File: src/rtl/spi_cfg_pkg.sv
// spi_cfg_pkg: shared types for the SPI configuration master.
// FSM states, {CPOL,CPHA} mode codes and the cs_sel width helper.
package spi_cfg_pkg;

  typedef enum logic [2:0] {
    IDLE,
    SETUP,
    SHIFT,
    HOLD,
    GAP
  } state_t;

  typedef logic [1:0] spi_mode_t;

  localparam spi_mode_t MODE0 = 2'b00;
  localparam spi_mode_t MODE1 = 2'b01;
  localparam spi_mode_t MODE2 = 2'b10;
  localparam spi_mode_t MODE3 = 2'b11;

  function automatic int cs_w(input int n);
    return (n > 1) ? $clog2(n) : 1;
  endfunction

endpackage

File: src/rtl/spi_clk_div.sv
// spi_clk_div: SCK half-period divider with registered SCK level.
// Strobes fire in the cycle before SCK toggles, tagged lead/trail.
module spi_clk_div #(
  parameter int CLK_DIV = 2,
  parameter bit CPOL    = 1'b0
) (
  input  logic clk,
  input  logic rst_n,
  input  logic clr,
  input  logic en,
  output logic lead_stb,
  output logic trail_stb,
  output logic sck
);

  localparam int CW = (CLK_DIV > 1) ? $clog2(CLK_DIV) : 1;

  logic [CW-1:0] cnt_q, cnt_d;
  logic          sck_q, sck_d;
  logic          tick;

  assign tick      = en && (cnt_q == '0);
  assign lead_stb  = tick && (sck_q == CPOL);
  assign trail_stb = tick && (sck_q != CPOL);
  assign sck       = sck_q;

  // Count down each enabled cycle; toggle SCK when the count expires.
  always_comb begin
    cnt_d = cnt_q;
    sck_d = sck_q;
    if (clr) begin
      cnt_d = '0;
      sck_d = CPOL;
    end else if (tick) begin
      cnt_d = CW'(CLK_DIV - 1);
      sck_d = ~sck_q;
    end else if (en) begin
      cnt_d = cnt_q - 1'b1;
    end
  end

  // Divider state, synchronous reset to the idle level.
  always_ff @(posedge clk) begin
    if (!rst_n) begin
      cnt_q <= '0;
      sck_q <= CPOL;
    end else begin
      cnt_q <= cnt_d;
      sck_q <= sck_d;
    end
  end

endmodule

File: src/rtl/spi_cfg_master.sv
// spi_cfg_master: SPI master for ADC/PLL/attenuator configuration.
// Registered SCK, CS setup/hold/gap timing and MISO readback.
module spi_cfg_master
  import spi_cfg_pkg::*;
#(
  parameter int DATA_W   = 24,
  parameter int CLK_DIV  = 2,
  parameter int N_CS     = 2,
  parameter bit CPOL     = 1'b0,
  parameter bit CPHA     = 1'b0,
  parameter int CS_SETUP = 1,
  parameter int CS_HOLD  = 1
) (
  input  logic                    clk,
  input  logic                    rst_n,
  input  logic                    send,
  input  logic [cs_w(N_CS)-1:0]   cs_sel,
  input  logic [DATA_W-1:0]       pattern,
  input  logic                    miso,
  output logic                    busy,
  output logic                    done,
  output logic [DATA_W-1:0]       rdata,
  output logic [N_CS-1:0]         cs,
  output logic                    sck,
  output logic                    mosi
);

  localparam int EW    = $clog2(2 * DATA_W + 1);
  localparam int SET_T = CS_SETUP * CLK_DIV;
  localparam int HLD_T = (CS_HOLD + 1) * CLK_DIV;
  localparam int GAP_T = 2 * CLK_DIV;
  localparam int TM1   = (SET_T > HLD_T) ? SET_T : HLD_T;
  localparam int TMAX  = (TM1 > GAP_T) ? TM1 : GAP_T;
  localparam int TW    = $clog2(TMAX);

  state_t            state_q, state_d;
  logic [TW-1:0]     tmr_q, tmr_d;
  logic [EW-1:0]     ecnt_q, ecnt_d;
  logic [DATA_W-1:0] tx_q, tx_d;
  logic [DATA_W-1:0] rx_q, rx_d;
  logic [DATA_W-1:0] rdata_q, rdata_d;
  logic [N_CS-1:0]   cs_q, cs_d;
  logic              mosi_q, mosi_d;
  logic              busy_q, busy_d;
  logic              done_q, done_d;

  logic lead, trail, samp, launch;
  logic div_en, div_clr;

  assign div_clr = (state_q == IDLE);
  assign div_en  = ((state_q == SETUP) && (tmr_q == '0))
                || (state_q == SHIFT);
  assign samp    = CPHA ? trail : lead;
  assign launch  = CPHA ? lead : trail;

  spi_clk_div #(
    .CLK_DIV (CLK_DIV),
    .CPOL    (CPOL)
  ) u_div (
    .clk       (clk),
    .rst_n     (rst_n),
    .clr       (div_clr),
    .en        (div_en),
    .lead_stb  (lead),
    .trail_stb (trail),
    .sck       (sck)
  );

  // Phase sequencing plus shift/sample work on each SCK strobe.
  always_comb begin
    state_d = state_q;
    tmr_d   = tmr_q;
    ecnt_d  = ecnt_q;
    tx_d    = tx_q;
    rx_d    = rx_q;
    rdata_d = rdata_q;
    cs_d    = cs_q;
    mosi_d  = mosi_q;
    busy_d  = busy_q;
    done_d  = 1'b0;
    unique case (state_q)
      IDLE: begin
        if (send && (int'(cs_sel) < N_CS)) begin
          state_d = SETUP;
          busy_d  = 1'b1;
          tx_d    = pattern;
          rx_d    = '0;
          ecnt_d  = '0;
          cs_d    = ~(N_CS'(1) << cs_sel);
          mosi_d  = CPHA ? 1'b0 : pattern[DATA_W-1];
          tmr_d   = TW'(SET_T - 1);
        end
      end
      SETUP: begin
        if (tmr_q == '0) state_d = SHIFT;
        else             tmr_d   = tmr_q - 1'b1;
      end
      SHIFT: begin
        if ((lead || trail) && (ecnt_q == EW'(2 * DATA_W - 1))) begin
          state_d = HOLD;
          tmr_d   = TW'(HLD_T - 1);
        end
      end
      HOLD: begin
        if (tmr_q == '0) begin
          state_d = GAP;
          cs_d    = '1;
          mosi_d  = 1'b0;
          rdata_d = rx_q;
          done_d  = 1'b1;
          tmr_d   = TW'(GAP_T - 1);
        end else begin
          tmr_d = tmr_q - 1'b1;
        end
      end
      GAP: begin
        if (tmr_q == '0) begin
          state_d = IDLE;
          busy_d  = 1'b0;
        end else begin
          tmr_d = tmr_q - 1'b1;
        end
      end
      default: state_d = IDLE;
    endcase
    if (lead || trail) ecnt_d = ecnt_q + 1'b1;
    if (samp) rx_d = {rx_q[DATA_W-2:0], miso};
    if (launch) begin
      mosi_d = CPHA ? tx_q[DATA_W-1] : tx_q[DATA_W-2];
      tx_d   = tx_q << 1;
    end
  end

  // All state and pin registers; reset drops any partial word.
  always_ff @(posedge clk) begin
    if (!rst_n) begin
      state_q <= IDLE;
      tmr_q   <= '0;
      ecnt_q  <= '0;
      tx_q    <= '0;
      rx_q    <= '0;
      rdata_q <= '0;
      cs_q    <= '1;
      mosi_q  <= 1'b0;
      busy_q  <= 1'b0;
      done_q  <= 1'b0;
    end else begin
      state_q <= state_d;
      tmr_q   <= tmr_d;
      ecnt_q  <= ecnt_d;
      tx_q    <= tx_d;
      rx_q    <= rx_d;
      rdata_q <= rdata_d;
      cs_q    <= cs_d;
      mosi_q  <= mosi_d;
      busy_q  <= busy_d;
      done_q  <= done_d;
    end
  end

  assign busy  = busy_q;
  assign done  = done_q;
  assign rdata = rdata_q;
  assign cs    = cs_q;
  assign mosi  = mosi_q;

endmodule

File: config.mk
export PLATFORM = sky130hd
export DESIGN_NAME = spi_cfg_master
export DESIGN_NICKNAME = d
export VERILOG_FILES = /design/src/rtl/spi_cfg_pkg.sv /design/src/rtl/spi_clk_div.sv /design/src/rtl/spi_cfg_master.sv
export SDC_FILE = /design/constraint.sdc
export NUM_CORES = 1
export LEC_CHECK = 0
export CORE_ASPECT_RATIO = 0.5
export CORE_MARGIN = 2
export CORE_UTILIZATION = 25
export CTS_BUF_LIST = sky130_fd_sc_hd__clkbuf_4 sky130_fd_sc_hd__clkbuf_8
export DETAILED_ROUTE_END_ITERATION = 10
export GPL_TIMING_DRIVEN = 0
export SLEW_MARGIN = 20
export SYNTH_ARGS = -nofsm -noshare
export SYNTH_HDL_FRONTEND = slang
export SYNTH_SLANG_ARGS = --single-unit
File: constraint.sdc
create_clock -name clk -period 2.8 [get_ports clk]
set_input_delay 0.42 -clock clk [delete_from_list [all_inputs] [get_ports clk]]
set_output_delay 0.42 -clock clk [all_outputs]
set_load 0.1 [all_outputs]
-- Yosys cells after proc, flatten, opt, wreduce, memory -nomap -nowiden
Cells that the tools add are included.
- reduce and logical (&&, ||, !) cells: 34
- equality and inequality tests: 13
- shifts and indexed selects: 1
- $add $sub $neg: 3
- multiplexer cells: 32
- bitwise operators: 4
- operators by type and width (cell ; number):
    two-way mux 24 bit ; 3
    two-way mux 23 bit ; 3
    two-way mux 6 bit ; 3
    nonzero test 2 bit ; 9
    two-way mux 3 bit ; 5
    case mux 3 bit (5 select lines) ; 1
    two-way mux 2 bit ; 6
    AND reduction 2 bit ; 6
    AND reduction 3 bit ; 3
    inequality test 2 bit (second input constant) ; 4
    case mux 2 bit (4 select lines) ; 1
    two-way mux 1 bit ; 7
    adder 6 x 1 -> 6 bit (second input constant) ; 1
    equality test 3 x 2 -> 1 bit (second input constant) ; 2
    equality test 6 bit (second input constant) ; 1
    inequality test 3 bit (second input constant) ; 2
    OR reduction 2 bit ; 3
    logical AND 1 bit ; 5
    AND reduction 5 bit ; 1
    inequality test 2 x 1 -> 1 bit (second input constant) ; 2
    case mux 1 bit (2 select lines) ; 2
    case mux 2 bit (2 select lines) ; 1
    AND reduction 4 bit ; 1
    nonzero test 4 bit ; 1
    other kinds (11) ; 14
- register bits: 89
- output and inout port bits: 30
- input bits: 29

-- Logic depth before layout (Yosys ltp)
Gate-level depths: netlist of the first run.
- depth in word-level cells: 9
- depth in mapped cells: 9

-- Hierarchy
From an unflattened synthesis of the first run, not the netlist that was laid out.
- cells, all modules: 471
- area total of the unflattened synthesis: 3742.3 um2
- modules (own cells, without submodules) (module ; area an instance (um2) ; seq. area each (um2) ; times used ; cells an instance):
    spi_cfg_master ; 3644.7 ; 1741.7 ; 1 ; 461
    spi_clk_div ; 97.6 ; 40.0 ; 1 ; 10

-- Least setup slack after synthesis of the first run
OpenSTA, ideal clock, no wires.
- kind: register -> register
- start point: register u_div.sck_q (netlist: u_div.sck)
- end point: register tx_q[1]
- slack: 0.952 ns
- buffers on the path: 2
- arrival time: 1.731 ns
- stages on the path, launching flop included: 5
- library setup time: 0.116 ns
- path through: dfxtp_1 o211ai_1 buf_2 buf_2 o211a_1
- cells in the longest elaborated chain, start to end: 3
- ends and longest elaborated chain (item ; line ; text):
    from (decl) ; spi_clk_div.sv:19 ; logic sck_q, sck_d;
    from (signal assigned) ; spi_clk_div.sv:49 ; sck_q <= sck_d;
    logical AND 1 bit * ; spi_clk_div.sv:24 ; assign trail_stb = tick && (sck_q != CPOL);
    nonzero test 2 bit (no line) ; n/a ;
    AND reduction 2 bit (no line) ; n/a ;
    to (signal assigned) ; spi_cfg_master.sv:151 ; tx_q <= tx_d;
    to (decl) ; spi_cfg_master.sv:39 ; logic [DATA_W-1:0] tx_q, tx_d;
Every way passes the cells marked *; elsewhere a longest branch is shown, timed or not.
A chain may end at the register's enable or synchronous reset.

-- Worst setup path in the final report of the first run
- start point: register u_div.sck_q (netlist: u_div.sck)
- end point: output sck
- RTL lines (item ; line ; text):
    to (decl) ; spi_cfg_master.sv:24 ; output logic sck,
No word-level cell between the ends.

==> results of run 1 <==
-- worst reg2reg max path: stages (launching register included) --
cell	delay (ns)
dfxtp_1	0.34
inv_1	0.08
ha_1	0.19
buf_2	0.17
and3b_1	0.23
o211ai_1	0.27
buf_2	0.27
buf_2	0.26
nand3_1	0.10
o211a_1	0.14
-- cell type report --
class | count | area [um^2]
clock buffer | 13 | 173
timing repair buffer | 58 | 581
buffer | 40 | 200
multi-input combinational | 327 | 1830
inverter | 6 | 22.5
sequential | 89 | 1780
fill | 1553 | 9890
clock inverter | 2 | 12.5
tap | 198 | 248
-- registers in the layout, summed over array words and instances, names as in the netlist --
name / count
busy: 1
cs: 2
done: 1
ecnt_q: 6
mosi: 1
rdata: 24
rx_q: 24
state_q: 3
tmr_q: 2
tx_q: 23
u_div.cnt_q: 1
u_div.sck: 1
-- cells by family after synthesis --
kind of cell	count (synthesis)	synth area share [%]
AO/OA/AOI/OAI	103	19.4
XOR/XNOR	1	0.228
adder cells (fa/ha/maj)	2	0.652
buffers and inverters	46	5.81
flip-flops	89	46.5
multiplexers	1	0.261
AND/OR/NAND/NOR	220	27.1
-- how the worst min path moves through the flow --
stage	endpoint	cells after the start
2_1_floorplan	tmr_q[1]	2
3_3_place_gp	rdata[17]	2
3_5_place_dp	rdata[17]	2
4_1_cts	rdata[17]	2
5_1_grt	rdata[23]	2
6_report	rdata[17]	2
-- per-stage QoR --
| stage | utilization [%] | cells | worst slack, ns | hold slack [ns] | instance area (um^2) |
|---|---|---|---|---|---|
| final | 32.9 | 733 | 0.496 | 0.457 | 4850 |
| after global routing | 32.9 | 733 | 0.431 | 0.487 | 4850 |
| after CTS | 32.9 | 733 | 0.464 | 0.463 | 4850 |
| after detailed placement | 31.6 | 718 | 0.579 | 0.451 | 4660 |
| after global placement | 31.6 | 718 | 0.599 | 0.447 | 4660 |
| after floorplan | - | 462 | 0.952 | 0.435 | 3830 |
-- power breakdown --
part / switching [mW] / total [mW] / internal, mW
logic: 0.387 / 0.601 / 0.215
clock network: 0.443 / 0.843 / 0.400
registers: 0.0370 / 1.37 / 1.33
-- layer usage --
layer,part of all wire (%),global-route usage [%],vias to the layer above,wire (um)
met5,0,0,-,0
met4,0.80,3.97,0,78
met3,4.0,3.27,4,384
met2,45,19.0,60,4400
met1,50,17.0,1622,4840
li1,-,-,1744,-
-- cell usage in the layout (no fill, tap or decap), types with 2 or more instances in the layout --
cell type / count
clkbuf_8: 12
nand2_1: 138
o211a_1: 22
nand3b_1: 2
o211ai_1: 2
o21ai_0: 30
o22ai_1: 2
clkdlybuf4s50_1: 58
nand4_1: 25
buf_2: 19
a21boi_1: 3
a21boi_0: 23
inv_1: 6
and3_1: 3
clkbuf_1: 15
nor2b_1: 5
o21a_1: 2
buf_1: 2
nand3_1: 27
o31ai_1: 2
nor2_1: 4
ha_1: 2
nand2b_1: 2
o21ai_1: 3
o221ai_1: 2
and2_1: 2
buf_6: 3
a21oi_1: 5
dfxtp_1: 89
==> flow_summary_export.csv, run 1 <==
group,metric,value,unit
floorplanning,dieArea,16400,um^2
clock_network,cts_made_buffers,9,
clock_network,tritoncts,"yes",
global_route,grt_max_degree,14,
clock_network,clk_latency,0.36,ns
floorplanning,die_height,91.6,um
placed_design,gp_congestion,0.842,
synth,synth_seq_area_share,46.5,%
routing,drt_iter0_drc,237,
sta,finalCritPeriodShare,82.3,%
floorplanning,rows,31,
sta,clock_skew,0.0134,ns
synth,yosysTopAreaCellShare,46.5,%
synth,yosysMostFrequentCell,"nand2_1",
synth,synth.distinct_cells,49,
power,powerDensity,580,nW/um^2
clock_network,cts_sinks,89,
routing,ant_nets,0,
clock_network,clockBufferDepth,2,
clock_network,cts-root-buf,"clkbuf_8",
synth,synthFlopType,"dfxtp_1",
routing,wirelength,9700,um
worst_setup_path,path_cells,"clkdlybuf4s50_1",
clock_network,ctsResizeCount,0,
floorplanning,initial_core_util,26.0,%
synth,netlist_instances,462,
floorplanning,die_x,179,um
synth,synth_commonest_cells,"nand2_1, dfxtp_1, o21ai_0",
worst_setup_path,r2r_end,"tx_q[3]",
routing,vias_per_cell,4.68,
final_layout,nets,562,
power,ir_drop,0.189,mV
worst_setup_path,cpLargestDelayFamily,"buffers and inverters",
synth,ys_ff_latch,89,
routing,vias,3430,
worst_setup_path,critPathMaxFanout,4,
clock_network,hold_buffers,0,
global_route,antenna_found_initial,0,
worst_setup_path,crit_path_end,"sck",
worst_setup_path,required,2.38,ns
sta,setup_viol,0,
global_route,grt_pass1_wl,16300,um
worst_setup_path,r2r_setup_slack,0.64,ns
worst_setup_path,crit_start,"u_div.sck",
synth,syn_area,3830,um^2
job,cap_violations,0,
synth,synth.area.top_cells,"dfxtp_1, nand2_1, o211a_1, a21boi_0, nand4_1",
worst_setup_path,crit_type,"reg -> out",
synth,synthesis.nets,493,
worst_setup_path,reg2reg_from,"tmr_q[0]",
run_status,status,"complete, no violations",
worst_setup_path,reg2reg_depth,9,
power,leakage,1.87,nW
synth,synth_area_leader_cell,"dfxtp_1",
worst_setup_path,slowest_stage,"clkdlybuf4s50_1",
routing,drc,0,
global_route,first_global_vias,3249,
sta,fin_crit,2.30,ns
synth,yosys_warnings,0,
worst_setup_path,crit_cells,1,
synth,postSynth.asyncResetShare,0,%
hold_path,hp-start,"rdata[17]",
sta,maxSlewViolCount,0,
clock_network,htreeDepth,3,
routing,first_pass_iters,4,
power,p_total,2.81,mW
sta,timing.max_slew.rel_slack,32.7,%
worst_setup_path,cp.arrival,1.88,ns
worst_setup_path,cp_slowest_stage_delay,1.15,ns
sta,tightest_slew,1.01,ns
final_layout,drive_gt1_share,8.04,%
floorplanning,num_io_pins,59,
sta,setup_tns,0,ns
global_route,grt_overflow,0,
sta,max_freq,0.434,GHz
synth,syn_area_per_cell,8.30,um^2
routing,wl_per_cell,13.2,um
worst_setup_path,cp-start-kind,"register",
clock_network,cts.clk_slew.worst_paths,0.09,ns
hold_path,holdCritPathClass,"reg -> reg",
synth,synth_edf_count,0,
floorplanning,fp.coreArea,14700,um^2
worst_setup_path,path_buf_inv,1,
global_route,grt_use_total,12.5,%
placed_design,place.detailed.hpwl,7010,um
final_layout,antenna_cells,0,
sta,hold_violations,0,
final_layout,area_growth,26.4,%
sta,rsz0062_at_grt,"false",
worst_setup_path,end_kind,"output port",
clock_network,post_cts.repair.setup_buffers,0,
placed_design,io_buffers,58,
Power figures use the tool's default switching activity.
==> inputs of run 2 (changes only) <==
clock period = 2.3 ns   (was 2.8 ns; I/O delays follow)
==> run 2 against run 1 <==
Global-route usage did not move. Sequential power rose by 21%. First-iteration DRC count rose by 0.42%. Hold slack barely moved. Cell count did not move. Die area did not move. Utilization barely moved. Setup slack got worse by 0.43 ns. Clock skew barely moved. Register-to-register slack got worse by 0.51 ns. Critical path type unchanged. Largest power group unchanged.
==> flow_summary_export.csv, run 2 (synthesis gave the netlist of run 1 again) <==
group,metric,value,unit
worst_setup_path,cpLargestDelayFamily,"buffers and inverters",
floorplanning,rows,31,
clock_network,tritoncts,"yes",
routing,wl_met2,4390,um
power,switching_share,30.9,%
worst_setup_path,slowest_stage,"clkdlybuf4s50_1",
global_route,first_global_vias,3249,
hold_path,holdCritPathClass,"reg -> reg",
floorplanning,dieArea,16400,um^2
final_layout,final_common_cell,"nand2_1",
clock_network,cts_made_buffers,9,
worst_setup_path,cp_slowest_stage_delay,1.15,ns
sta,rsz0062_at_grt,"false",
sta,maxSlewViolCount,0,
final_layout,mostFrequentLayoutCells,"nand2_1, dfxtp_1, clkdlybuf4s50_1",
power,powerDensity,705,nW/um^2
placed_design,place.detailed.hpwl,7010,um
power,power_switching,1.06,mW
routing,drc,0,
routing,wl_met1,4850,um
routing,wl_per_cell,13.2,um
sta,finalCritPeriodShare,97.0,%
routing,ant_nets,0,
power,p_int,2.37,mW
final_layout,drive_gt1_share,8.22,%
power,p_clk_share,30.0,%
routing,drt_iter0_drc,238,
clock_network,clockBufferDepth,2,
global_route,grt_max_degree,14,
placed_design,placed_cell_area,4660,um^2
routing,routed.top_layer,"met4",
power,seqPwrFrac,48.6,%
worst_setup_path,end_kind,"output port",
global_route,grt_overflow,0,
global_route,grt_pass1_wl,16300,um
power,leakage,1.87,nW
routing,wl_met3,385,um
clock_network,htreeDepth,3,
floorplanning,fp.coreArea,14700,um^2
clock_network,clk_latency,0.36,ns
final_layout,postLayoutCoreUtil,32.9,%
job,cap_violations,0,
worst_setup_path,cp.arrival,1.89,ns
placed_design,dp_cells,718,
sta,timing.max_slew.rel_slack,32.7,%
run_status,status,"complete, no violations",
sta,hold_violations,0,
sta,max_freq,0.448,GHz
worst_setup_path,path_buf_inv,1,
worst_setup_path,crit_type,"reg -> out",
worst_setup_path,critPathMaxFanout,4,
power,ir_drop,0.230,mV
final_layout,instances_no_fill,733,
floorplanning,initial_core_util,26.0,%
routing,vias,3422,
routing,wirelength,9700,um
sta,fin_crit,2.23,ns
worst_setup_path,r2r_setup_slack,0.13,ns
placed_design,gp_congestion,0.842,
sta,clock_skew,0.0137,ns
clock_network,cts.clk_slew.worst_paths,0.09,ns
placed_design,dp_slack,0.154,ns
global_route,antenna_found_initial,0,
power,p_total,3.42,mW
routing,first_pass_iters,4,
routing,vias_per_cell,4.67,
clock_network,hold_buffers,0,
global_route,grt_use_total,12.5,%
worst_setup_path,path_cells,"clkdlybuf4s50_1",
clock_network,post_cts.repair.setup_buffers,0,
floorplanning,die_height,91.6,um
sta,tightest_slew,1.01,ns
final_layout,antenna_cells,0,
final_layout,stdcell_area,4850,um^2
floorplanning,num_io_pins,59,
final_layout,nets,562,
sta,holdWs,0.457,ns
worst_setup_path,required,1.96,ns
final_layout,area_growth,26.5,%
placed_design,io_buffers,58,
floorplanning,die_x,179,um
clock_network,cts_sinks,89,
sta,fin_ws,0.0683,ns
worst_setup_path,cp-start-kind,"register",
clock_network,cts-root-buf,"clkbuf_8",
sta,setup_viol,0,
sta,setup_tns,0,ns
power,pwr-share-comb,21.4,%
[run 2: cell types whose count changed in the layout (fill, tap and decap cells not counted)]
cell	delta
o21ai_2	+1
o21ai_1	-1
[run 2: power by group through the flow]
| stage | clock [mW] | sequential [mW] | combinational [mW] |
|---|---|---|---|
| after global routing | 1.13 | 1.67 | 0.819 |
| after global placement | 0 | 1.70 | 0.726 |
| after detailed placement | 0 | 1.70 | 0.733 |
| after floorplan | 0 | 1.76 | 0.450 |
| final | 1.03 | 1.66 | 0.734 |
| after CTS | 1.07 | 1.66 | 0.736 |
[run 2: area by class of cell]
type	count	area, um^2
Fill cell	1553	9890
Multi-Input combinational cell	327	1830
Sequential cell	89	1780
Buffer	40	200
Clock inverter	2	12.5
Clock buffer	13	173
Timing Repair Buffer	58	581
Tap cell	198	248
Inverter	6	22.5
[run 2: timing repair]
action | 4_1_cts | 5_1_grt
endpoints found under the setup margin | 0 | 1
resized for setup | 0 | 1
endpoints found under the hold margin | 0 | 0
[run 2: path summary, 6_finish.rpt]
| check | cells past startpoint | to | from |
|---|---|---|---|
| setup reg to reg | 9 | tx_q[3] | tmr_q[0] |
| hold reg to reg | 2 | rdata[17] | rdata[17] |
| setup / recovery | 1 | sck | u_div.sck |
| hold / removal | 2 | rdata[17] | rdata[17] |
[run 2: metal layers]
metal  GRT usage, %  vias up
met5              0        -
met4           3.97        0
met3           3.27        4
met2           19.0       61
met1           17.0     1611
li1               -     1746
